### src/rtl/round_ctrl.sv
// Game-round sequencer: requests targets from target_gen, times the shot window, judges shots and keeps score.
// Optional build macro ROUND_CTRL_TOLERANCE_EN widens the hit test to a +/-1 cell neighbourhood.
module round_ctrl #(
   parameter int NUM_ROUNDS  = 8,
   parameter int ROUND_TICKS = 100,
   parameter int SCORE_W     = 8
) (
   input  logic               clk,
   input  logic               reset,
   input  logic               start,
   input  logic               tick,
   input  logic               fire,
   input  logic [4:0]         player_x,
   input  logic [4:0]         player_y,
   input  logic [4:0]         target_x,
   input  logic [4:0]         target_y,
   output logic               result_valid,
   output logic               round_active,
   output logic               hit,
   output logic               miss,
   output logic [SCORE_W-1:0] score,
   output logic [3:0]         round_num,
   output logic [7:0]         time_left,
   output logic               game_over
);

   localparam logic [7:0]         ROUND_TICKS_C = 8'(ROUND_TICKS);
   localparam logic [3:0]         NUM_ROUNDS_C  = 4'(NUM_ROUNDS);
   localparam logic [SCORE_W-1:0] SCORE_ONE_C   = {{(SCORE_W-1){1'b0}}, 1'b1};

   typedef enum logic [2:0] {
      IDLE  = 3'd0,
      NEXT  = 3'd1,
      ARM   = 3'd2,
      PLAY  = 3'd3,
      JUDGE = 3'd4,
      DONE  = 3'd5
   } state_t;

   state_t             state_q, state_d;
   logic [SCORE_W-1:0] score_q, score_d;
   logic [3:0]         round_num_q, round_num_d;
   logic [7:0]         time_left_q, time_left_d;
   logic               result_valid_q, result_valid_d;
   logic               round_active_q, round_active_d;
   logic               hit_q, hit_d;
   logic               miss_q, miss_d;
   logic               game_over_q, game_over_d;
   logic               shot_hit_s;
   logic [3:0]         round_inc_s;

   function automatic logic is_hit(input logic [4:0] px, input logic [4:0] py,
                                   input logic [4:0] tx, input logic [4:0] ty);
`ifdef ROUND_CTRL_TOLERANCE_EN
      logic [5:0] dx;
      logic [5:0] dy;
      // Absolute distance on the raw grid: 0 and 31 are far apart, not neighbours.
      if (px >= tx) begin
         dx = {1'b0, px} - {1'b0, tx};
      end else begin
         dx = {1'b0, tx} - {1'b0, px};
      end
      if (py >= ty) begin
         dy = {1'b0, py} - {1'b0, ty};
      end else begin
         dy = {1'b0, ty} - {1'b0, py};
      end
      return (dx <= 6'd1) && (dy <= 6'd1);
`else
      return (px == tx) && (py == ty);
`endif
   endfunction

   assign shot_hit_s  = is_hit(player_x, player_y, target_x, target_y);
   assign round_inc_s = round_num_q + 4'd1;

   // Next-state, counter and registered-output computation.
   always_comb begin
      state_d        = state_q;
      score_d        = score_q;
      round_num_d    = round_num_q;
      time_left_d    = time_left_q;
      result_valid_d = 1'b0;
      round_active_d = 1'b0;
      hit_d          = 1'b0;
      miss_d         = 1'b0;
      game_over_d    = game_over_q;

      case (state_q)
         IDLE, DONE: begin
            if (start) begin
               score_d        = '0;
               round_num_d    = 4'd0;
               time_left_d    = ROUND_TICKS_C;
               game_over_d    = 1'b0;
               result_valid_d = 1'b1;
               state_d        = NEXT;
            end else begin
               state_d = state_q;
            end
         end
         NEXT: begin
            state_d = ARM;
         end
         ARM: begin
            round_active_d = 1'b1;
            state_d        = PLAY;
         end
         PLAY: begin
            round_active_d = 1'b1;
            if (tick) begin
               time_left_d = (time_left_q > 8'd1) ? (time_left_q - 8'd1) : 8'd0;
            end else begin
               time_left_d = time_left_q;
            end
            // A shot landing on the final tick is still judged on aim.
            if (fire) begin
               hit_d          = shot_hit_s;
               miss_d         = ~shot_hit_s;
               round_active_d = 1'b0;
               state_d        = JUDGE;
            end else if (tick && (time_left_q <= 8'd1)) begin
               miss_d         = 1'b1;
               round_active_d = 1'b0;
               state_d        = JUDGE;
            end else begin
               state_d = PLAY;
            end
         end
         JUDGE: begin
            if (hit_q && !(&score_q)) begin
               score_d = score_q + SCORE_ONE_C;
            end else begin
               score_d = score_q;
            end
            round_num_d = round_inc_s;
            if (round_inc_s == NUM_ROUNDS_C) begin
               game_over_d = 1'b1;
               state_d     = DONE;
            end else begin
               result_valid_d = 1'b1;
               time_left_d    = ROUND_TICKS_C;
               state_d        = NEXT;
            end
         end
         default: begin
            game_over_d = 1'b0;
            state_d     = IDLE;
         end
      endcase
   end

   // State and output registers with asynchronous reset.
   always_ff @(posedge clk or posedge reset) begin
      if (reset) begin
         state_q        <= IDLE;
         score_q        <= '0;
         round_num_q    <= 4'd0;
         time_left_q    <= 8'd0;
         result_valid_q <= 1'b0;
         round_active_q <= 1'b0;
         hit_q          <= 1'b0;
         miss_q         <= 1'b0;
         game_over_q    <= 1'b0;
      end else begin
         state_q        <= state_d;
         score_q        <= score_d;
         round_num_q    <= round_num_d;
         time_left_q    <= time_left_d;
         result_valid_q <= result_valid_d;
         round_active_q <= round_active_d;
         hit_q          <= hit_d;
         miss_q         <= miss_d;
         game_over_q    <= game_over_d;
      end
   end

   assign result_valid = result_valid_q;
   assign round_active = round_active_q;
   assign hit          = hit_q;
   assign miss         = miss_q;
   assign score        = score_q;
   assign round_num    = round_num_q;
   assign time_left    = time_left_q;
   assign game_over    = game_over_q;

endmodule

### config.mk
export PLATFORM = sky130hd
export DESIGN_NAME = round_ctrl
export DESIGN_NICKNAME = d
export VERILOG_FILES = /design/src/rtl/round_ctrl.sv
export SDC_FILE = /design/constraint.sdc
export NUM_CORES = 1
export LEC_CHECK = 0
export ABC_AREA = 0
export BUFFER_PORTS_ARGS = -buffer_cell sky130_fd_sc_hd__buf_2
export CAP_MARGIN = 40
export CELL_PAD_IN_SITES_DETAIL_PLACEMENT = 0
export CELL_PAD_IN_SITES_GLOBAL_PLACEMENT = 1
export CORE_MARGIN = 3
export CORE_UTILIZATION = 38
export CTS_CLUSTER_SIZE = 28
export DETAILED_ROUTE_END_ITERATION = 7
export PLACE_DENSITY = 0.85
export SYNTH_ARGS = -nofsm -noshare
export SYNTH_HDL_FRONTEND = slang
export SYNTH_SLANG_ARGS = --single-unit
### constraint.sdc
create_clock -name clk -period 2.18 [get_ports clk]
set_input_delay 0.436 -clock clk [delete_from_list [all_inputs] [get_ports clk]]
set_output_delay 0.436 -clock clk [all_outputs]
set_load 0.005 [all_outputs]
==> flow_summary_export.csv, run 1 <==
group,metric,value,unit
power_and_ir_drop,leakage,0.9672,nW
yosys,synthArstFlopShare,100.0,%
drt,drtIter0Drc,82,
yosys,synth_area_leaders,"dfrtp_1 (41%), xnor2_1 (8.2%), nand2_1 (4.6%), nor2_1 (3.8%), ha_1 (3.7%)",
yosys,netlist_top_cells_count,"dfrtp_1 (28), nand2_1 (21), nor2_1 (17)",
setup_path,critPathArrivalTime,2.05,ns
cells_and_area,postLayoutCoreUtil,50.42,%
global_route,grt_max_degree,29,
clock_tree,cts_hold_buf,0,
yosys,ys.flop_type,"dfrtp_1",
yosys,synth_top_area_share,41.24,%
global_route,grt-ovfl-total,0,
yosys,ys_ff_latch,28,
drt,drc,0,
timing,holdWs,0.2102,ns
drt,vias,1543,
cells_and_area,num_antenna_cells,0,
clock_tree,post_cts_buffers,0,
timing,grt_setup_unrepaired,"no",
clock_tree,cts.sinks,28,
drt,routedWlPerCell,13.43,um
timing,fmax,0.5302,GHz
floorplan,initial_utilization,41.00,%
timing,tightest_slew,0.5382,ns
yosys,syn_area,0.001699,mm2
drt,antenna_left,0,
setup_path,cp_max_fo,4,
clock_tree,cts_tree,"yes",
clock_tree,root_buffer,"clkbuf_8",
setup_path,crit_buf_inv,1,
cells_and_area,final_area,0.002090,mm2
power_and_ir_drop,powerDensity,945.4,mW/mm2
timing,setup_tns,0,ns
floorplan,die_w,72.87,um
floorplan,fp.dieH,72.87,um
timing,relSlewSlack,63.74,%
setup_path,cp_top_family,"simple AND/OR/NAND/NOR gates",
placement,placed_cell_area,0.002018,mm2
yosys,ys_seq_area_share,41.24,%
clock_tree,clk_latency,0.28,ns
yosys,synth.avg_cell_area,9.184,um2
clock_tree,cts-buffers-inserted,3,
cells_and_area,drive_gt1_share,26.78,%
setup_path,cp_slowest_cell,"or4b_4",
drt,vias_per_cell,5.339,
yosys,yosys.cell_types.count,40,
setup_path,crit_chain,"inv_1 > ha_1 > nor2_1 > or4b_4 > and3_4 > a32oi_1 > o21ai_1",
setup_path,critPathMaxStageDelay,0.49,ns
clock_tree,clkTransAtPathRegs,0.10,ns
placement,port_buffers,49,
timing,slew_viol_final,0,
drt,first_pass_iters,4,
cells_and_area,fill_cells,418,
timing,period_needed,1.886,ns
timing,setup_viol,0,
timing,period_share,86.52,%
clock_tree,cts.path.max_buffers,2,
clock_tree,htree_levels,1,
setup_path,required,2.34,ns
yosys,netlist_instances,185,
yosys,ys.warnings.count,0,
yosys,synth_enable_flop_cells,0,
global_route,first_global_vias,1415,
placement,dpl.hpwl,2958,um
yosys,yosys.area.top_type,"dfrtp_1",
cells_and_area,finalNetCount,270,
timing,skew,0.005066,ns
floorplan,io_pins,50,
setup_path,worstSetupEndpointType,"flip-flop",
run,cap_violations,0,
floorplan,core.rowCount,23,
drt,wirelength,3882,um
cells_and_area,area_growth,22.97,%
power_and_ir_drop,p_total,1.975,mW
run_status,status,"completed",
placement,place.gp.congestion,0.8811,
floorplan,core-area,0.004144,mm2
global_route,antenna_found_initial,0,
clock_tree,postCtsResizedCells,0,
yosys,synthesis.nets,215,
power_and_ir_drop,ir_drop,0.4116,mV
setup_path,start_kind,"flip-flop",
floorplan,die_area,0.005310,mm2
timing,hold_violations,0,
setup_path,criticalPathCategory,"reg2reg",
global_route,grt_pass1_wl,6727,um
hold_path,min_path_type,"in2async",
global_route,grtUsageTotal,16.12,%
yosys,synth.most_common_cell,"dfrtp_1",
-- state kept, by name, summed over array words and instances (netlist names) --
name	cells
game_over	1
hit	1
miss	1
result_valid	1
round_active	1
round_num	4
score	8
state_q	3
time_left	8
-- worst min-delay path, delay by kind of cell --
| family | cells | cell delay [ns] |
|---|---|---|
| buffers and inverters | 3 | 0.47 |
-- power breakdown --
part | total, mW | leakage, nW | internal [mW] | switching (mW)
Combinational | 0.753 | 0.569 | 0.337 | 0.417
Clock | 0.417 | 0.0357 | 0.246 | 0.170
Sequential | 0.805 | 0.363 | 0.635 | 0.171
-- worst paths after layout --
check | startpoint | end | slack (ns) | cells after the start
worst min register to register | game_over$_DFFE_PP0P_ | game_over$_DFFE_PP0P_ | 0.54 | 2
worst min-delay path | reset | score[2]$_DFFE_PP0P_ | 0.21 | 3
worst max register to register | time_left[0]$_DFFE_PP0P_ | time_left[4]$_DFFE_PP0P_ | 0.29 | 7
min in group clk | player_x[0] | hit$_DFF_PP0_ | 0.45 | 4
max in group asynchronous | reset | time_left[6]$_DFFE_PP0P_ | 1.69 | 3
worst max-delay path | time_left[0]$_DFFE_PP0P_ | time_left[4]$_DFFE_PP0P_ | 0.29 | 7
-- final cells by class --
type,count,area (um2),share of cell area (%)
flip-flops and latches,28,700.7,33.53
clock inverters,1,30.03,1.437
inverters,9,33.78,1.617
clock buffers,3,41.29,1.976
multi-input cells,145,945.9,45.27
repair buffers,53,275.3,13.17
well taps,50,62.56,2.994
-- logic make-up (layout without fill, tap and decap cells) --
logic type / after synthesis / count (layout) / share of synthesized area (%)
and+or+nand+nor: 73 / 73 / 22.31
AOI/OAI and AO/OA: 50 / 50 / 20.84
DFF: 28 / 28 / 41.24
xor gates and xnor gates: 16 / 16 / 8.247
buffers and inverters: 12 / 66 / 3.093
adders and majority gates: 5 / 5 / 3.682
muxes: 1 / 1 / 0.5891
-- per-layer routing --
layer  GRT usage (%)  part of all wire (%)  vias to the layer above
met5               0                     0                        -
met3           2.617                   6.0                        5
met4           6.967                   2.0                        0
met1           23.62                    47                      712
met2           23.35                    45                       54
li1                -                     -                      772
-- cell usage in the layout, fill, tap and decap left out, types with 2 or more instances in the layout --
master / n
ha_1: 5
xnor2_1: 16
nor2b_1: 3
nand2b_1: 5
a21oi_1: 11
o21a_1: 3
inv_1: 9
o21ai_1: 2
a31oi_1: 3
buf_2: 49
nand4_1: 4
buf_4: 4
nand2_1: 21
a22o_1: 2
o22ai_1: 2
o21ai_0: 10
o211ai_1: 8
nand3_1: 10
dfrtp_1: 28
clkbuf_8: 3
nor2_1: 17
nor3_1: 4
-- per-stage QoR --
| step | cells | setup WS (ns) |
|---|---|---|
| floorplan | 185 | 0.3572 |
| global placement | 285 | 0.3722 |
| detailed placement | 285 | 0.3153 |
| CTS | 289 | 0.2984 |
| global route | 289 | 0.1365 |
| finish | 289 | 0.2939 |
Power figures use the tool's default switching activity.
==> inputs of run 2 (changes only) <==
- CORE_UTILIZATION: 38 -> 39
- CTS_BUF_LIST: not set -> sky130_fd_sc_hd__clkbuf_4
- PLACE_DENSITY: 0.85 -> 0.87
==> run 2 against run 1 <==
Against the previous run: total power fell by 10%; clock power decreased by 47%; clock-buffer cell count did not move; largest cell class unchanged.
==> flow_summary_export.csv, run 2 (same netlist as run 1, synthesis figures left out) <==
group,metric,value,unit
timing,setup_tns,0,ns
clock_tree,cts.sinks,28,
global_route,grt_pass1_wl,6630,um
cells_and_area,final_area,0.002044,mm2
setup_path,cp_max_fo,4,
drt,drc,0,
timing,hold_violations,0,
floorplan,core.rowCount,23,
drt,vias,1483,
clock_tree,htree_levels,1,
setup_path,critPathArrivalTime,2.09,ns
cells_and_area,area_growth,20.32,%
power_and_ir_drop,powerDensity,867.3,mW/mm2
clock_tree,cts-buffers-inserted,3,
floorplan,initial_utilization,41.29,%
timing,grt_setup_unrepaired,"no",
cells_and_area,postLayoutCoreUtil,49.68,%
power_and_ir_drop,power_switching_share,41.40,%
floorplan,die_area,0.005185,mm2
setup_path,start_kind,"flip-flop",
timing,tightest_slew,0.5398,ns
cells_and_area,final_cell_mix,"buf_2 (49), dfrtp_1 (28), nand2_1 (21), nor2_1 (17), xnor2_1 (16)",
cells_and_area,fill_cells,404,
cells_and_area,mostFrequentLayoutCell,"buf_2",
setup_path,worstSetupEndpointType,"flip-flop",
clock_tree,cts_hold_buf,0,
timing,period_needed,1.869,ns
global_route,first_global_vias,1442,
clock_tree,post_cts_buffers,0,
power_and_ir_drop,switchingPower,0.7341,mW
floorplan,die_w,72.01,um
drt,vias_per_cell,5.131,
timing,setup_viol,0,
power_and_ir_drop,internal_power,1.039,mW
placement,placed_cell_area,0.002018,mm2
clock_tree,clk_latency,0.33,ns
setup_path,cp-startpoint,"time_left[0]$_DFFE_PP0P_",
power_and_ir_drop,power.share.combinational,42.0,%
clock_tree,cts_tree,"yes",
floorplan,core-area,0.004115,mm2
run,cap_violations,0,
power_and_ir_drop,ir_drop,0.3416,mV
drt,routedWlPerCell,12.88,um
placement,dpl.hpwl,2860,um
power_and_ir_drop,clkPwrFrac,12.6,%
timing,relSlewSlack,63.64,%
drt,drtIter0Drc,96,
setup_path,crit-reg2reg-launch,"time_left[0]$_DFFE_PP0P_",
cells_and_area,num_antenna_cells,0,
cells_and_area,finalNetCount,270,
clock_tree,clkTransAtPathRegs,0.16,ns
setup_path,r2r-end,"time_left[4]$_DFFE_PP0P_",
power_and_ir_drop,leakage,0.9469,nW
timing,skew,0.01281,ns
setup_path,crit_path_end,"time_left[4]$_DFFE_PP0P_",
power_and_ir_drop,p_seq_share,45.4,%
hold_path,min_path_type,"in2async",
cells_and_area,fin_cells,289,
setup_path,r2r_cells,7,
timing,slew_viol_final,0,
global_route,grt_max_degree,29,
setup_path,required,2.40,ns
power_and_ir_drop,p_total,1.773,mW
setup_path,r2r_setup_slack,0.31,ns
floorplan,io_pins,50,
clock_tree,root_buffer,"clkbuf_4",
placement,port_buffers,49,
placement,place.gp.congestion,0.8131,
cells_and_area,drive_gt1_share,26.36,%
setup_path,criticalPathCategory,"reg2reg",
global_route,grtUsageTotal,15.83,%
floorplan,fp.dieH,72.01,um
timing,fmax,0.5349,GHz
timing,period_share,85.75,%
drt,wirelength,3722,um
clock_tree,postCtsResizedCells,0,
run_status,status,"completed",
placement,place_inst,285,
drt,antenna_left,0,
global_route,grt-ovfl-total,0,
drt,first_pass_iters,4,
clock_tree,cts.path.max_buffers,2,
global_route,antenna_found_initial,0,
==> run 2: power by group through the flow <==
stage / Combinational (mW) / Sequential, mW / Clock (mW)
floorplan: 0.571 / 0.763 / 0
global placement: 0.751 / 0.815 / 0
detailed placement: 0.752 / 0.817 / 0
CTS: 0.755 / 0.806 / 0.234
global route: 0.853 / 0.835 / 0.263
finish: 0.744 / 0.806 / 0.223
==> run 2: per-stage QoR <==
stage	hold slack, ns	setup slack [ns]
floorplan	0.5014	0.3572
global placement	0.4998	0.3483
detailed placement	0.5084	0.3388
CTS	0.1470	0.3030
global route	0.1490	0.06141
finish	0.1343	0.3107
==> run 2: routing by layer <==
metal	up-vias	part of all wire, %	GRT usage [%]
li1	772	-	-
met1	675	49	23.01
met2	34	46	24.90
met3	2	4.8	1.939
met4	0	0.62	4.384
met5	-	0	0
==> run 2: final cells by class <==
| cell class | instances | area [um2] | share of cell area, % |
|---|---|---|---|
| Clock buffer | 3 | 22.52 | 1.102 |
| Clock inverter | 1 | 3.754 | 0.1836 |
| Inverter | 9 | 33.78 | 1.652 |
| Multi-Input combinational cell | 145 | 945.9 | 46.27 |
| Sequential cell | 28 | 700.7 | 34.27 |
| Tap cell | 50 | 62.56 | 3.060 |
| Timing Repair Buffer | 53 | 275.3 | 13.46 |
==> run 2: worst max-delay path: stages (launching register included) <==
cell and delay, ns:
dfrtp_1 0.43, inv_1 0.11, ha_1 0.21, nor2_1 0.07, or4b_4 0.50, and3_4 0.20, a32oi_1 0.17, o21ai_1 0.08
==> run 2: worst min-delay path by stage <==
stage	endpoint	slack, ns	cells past startpoint
floorplan	game_over$_DFFE_PP0P_	0.50	1
global placement	game_over$_DFFE_PP0P_	0.50	2
detailed placement	game_over$_DFFE_PP0P_	0.51	2
CTS	score[3]$_DFFE_PP0P_	0.15	3
global route	score[3]$_DFFE_PP0P_	0.15	3
finish	score[3]$_DFFE_PP0P_	0.13	3
==> inputs of run 3 (changes only) <==
- CORE_UTILIZATION: 39 -> 36
- PLACE_DENSITY: 0.87 -> 0.85
- clock period: 2.18 -> 1.6 ns (I/O delays scaled with it)
==> run 3 against run 2 <==
Against the previous run: wire length up 16%; design area rose by 23%; clock skew shrank 0.0045 ns; critical path depth decreased by 2; sequential power rose by 29%; largest power group is now combinational cells; the run now ends with negative setup slack left.
==> flow_summary_export.csv, run 3 (same netlist as run 1, synthesis figures left out) <==
group,metric,value,unit
setup_path,cp_top_family,"simple AND/OR/NAND/NOR gates",
clock_tree,cts-buffers-inserted,3,
clock_tree,cts_hold_buf,0,
cells_and_area,area_growth,47.50,%
drt,first_pass_iters,4,
drt,wirelength,4316,um
cells_and_area,final_area,0.002506,mm2
power_and_ir_drop,internal_power,1.995,mW
floorplan,fp.dieH,74.70,um
clock_tree,cts.path.max_buffers,2,
setup_path,r2r_cells,5,
setup_path,start_kind,"flip-flop",
placement,dpl.hpwl,3315,um
clock_tree,cts.sinks,28,
setup_path,crit_chain,"nor4_4 > or4b_4 > and3_4 > a32oi_1 > o21ai_1",
floorplan,initial_utilization,38.23,%
placement,place.gp.congestion,0.8309,
run,cap_violations,0,
timing,relSlewSlack,73.83,%
hold_path,min_path_type,"in2async",
cells_and_area,finalNetCount,315,
power_and_ir_drop,power_switching_share,37.09,%
power_and_ir_drop,switchingPower,1.176,mW
setup_path,worstSetupEndpointType,"flip-flop",
global_route,antenna_found_initial,0,
timing,period_needed,1.735,ns
drt,drtIter0Drc,95,
placement,port_buffers,49,
power_and_ir_drop,power.share.combinational,52.2,%
timing,skew,0.008344,ns
drt,routedWlPerCell,12.85,um
global_route,first_global_vias,1511,
clock_tree,htree_levels,1,
clock_tree,cts_tree,"yes",
floorplan,die_area,0.005580,mm2
setup_path,critPathMaxStageDelay,0.49,ns
timing,period_share,108.5,%
power_and_ir_drop,ir_drop,0.4640,mV
clock_tree,clkTransAtPathRegs,0.17,ns
setup_path,crit_buf_inv,0,
timing,final.setup.worst_slack,-0.1355,ns
floorplan,core.rowCount,24,
drt,drc,0,
floorplan,die_w,74.70,um
drt,antenna_left,0,
timing,slew_viol_final,0,
setup_path,required,1.83,ns
setup_path,critPathArrivalTime,1.97,ns
clock_tree,root_buffer,"clkbuf_4",
cells_and_area,postLayoutCoreUtil,56.39,%
global_route,grt-ovfl-total,0,
clock_tree,clk_latency,0.33,ns
setup_path,r2r-end,"time_left[4]$_DFFE_PP0P_",
timing,grt_setup_unrepaired,"yes",
cells_and_area,drive_gt1_share,43.66,%
run_status,violations,"negative setup slack",
global_route,grt_pass1_wl,6948,um
power_and_ir_drop,powerDensity,1266,mW/mm2
cells_and_area,mostFrequentLayoutCell,"buf_2",
run_status,status,"complete, but fails checks",
setup_path,r2r_setup_slack,-0.14,ns
setup_path,cp_max_fo,3,
timing,tightest_slew,0.3896,ns
cells_and_area,num_antenna_cells,0,
setup_path,crit-reg2reg-launch,"time_left[3]$_DFFE_PP0P_",
floorplan,io_pins,50,
timing,setup_viol,7,
setup_path,criticalPathCategory,"reg2reg",
power_and_ir_drop,clkPwrFrac,15.1,%
drt,vias_per_cell,5.048,
cells_and_area,final_cell_mix,"buf_2 (49), buf_4 (46), dfrtp_1 (26), nand2_1 (19), nor2_1 (17)",
floorplan,core-area,0.004444,mm2
placement,placed_cell_area,0.002313,mm2
drt,vias,1696,
timing,fmax,0.5762,GHz
global_route,grt_max_degree,29,
setup_path,cp-startpoint,"time_left[3]$_DFFE_PP0P_",
power_and_ir_drop,p_seq_share,32.7,%
power_and_ir_drop,leakage,1.178,nW
timing,hold_violations,0,
global_route,grtUsageTotal,15.64,%
setup_path,cp_slowest_cell,"or4b_4",
==> run 3: repair_timing <==
| item | 4_1_cts | 5_1_grt |
|---|---|---|
| gates cloned | 0 | 1 |
| resized for setup | 4 | 14 |
| endpoints found under the setup margin | 9 | 17 |
| buffers inserted | 0 | 7 |
| pin swaps | 1 | 9 |
==> run 3: power groups by stage <==
stage	combinational, mW	clock [mW]	sequential, mW
after floorplan	0.787	0	1.05
after global placement	1.53	0	1.02
after detailed placement	1.54	0	1.03
after CTS	1.56	0.481	1.02
after global routing	1.86	0.506	1.06
final	1.66	0.478	1.04
==> run 3: worst min-delay path: cells and delay by family <==
kind | cells | cell delay [ns]
buf+inv | 3 | 0.46
==> run 3: area by class of cell <==
class | count | area [um2]
inverter | 9 | 33.78
clock inverter | 1 | 30.03
sequential | 28 | 703.2
tap | 52 | 65.06
fill | 429 | 1938
clock buffer | 3 | 22.52
multi-input combinational | 146 | 1039
timing repair buffer | 97 | 613.1
==> run 3: worst max-delay path by stage <==
stage          cells after the start                       end  slack, ns
2_1_floorplan                      5  time_left[4]$_DFFE_PP0P_      -0.16
6_report                           5  time_left[4]$_DFFE_PP0P_      -0.14
3_3_place_gp                       7  time_left[4]$_DFFE_PP0P_      -0.07
3_5_place_dp                       7  time_left[4]$_DFFE_PP0P_      -0.12
4_1_cts                            5  time_left[4]$_DFFE_PP0P_      -0.13
5_1_grt                            5  time_left[4]$_DFFE_PP0P_      -0.26
==> run 3: through the flow <==
step	hold slack (ns)	instances	setup WS (ns)	TNS [ns]	power, mW
6_report	0.01126	336	-0.1355	-0.6283	3.172
5_1_grt	0.06500	336	-0.2591	-1.445	3.431
4_1_cts	0.02831	328	-0.1330	-0.6072	3.058
3_5_place_dp	0.4068	324	-0.1153	-0.5606	2.567
3_3_place_gp	0.4052	324	-0.07463	-0.2421	2.549
2_1_floorplan	0.3854	185	-0.1647	-0.4020	1.837
==> run 3: routing by layer <==
layer	GRT usage, %	part of all wire [%]	vias up	wire (um)
met2	24.88	48	46	2060
met4	2.964	0.58	0	25
met5	0	0	-	0
met1	23.40	47	784	2010
met3	1.335	5.1	2	220
li1	-	-	864	-
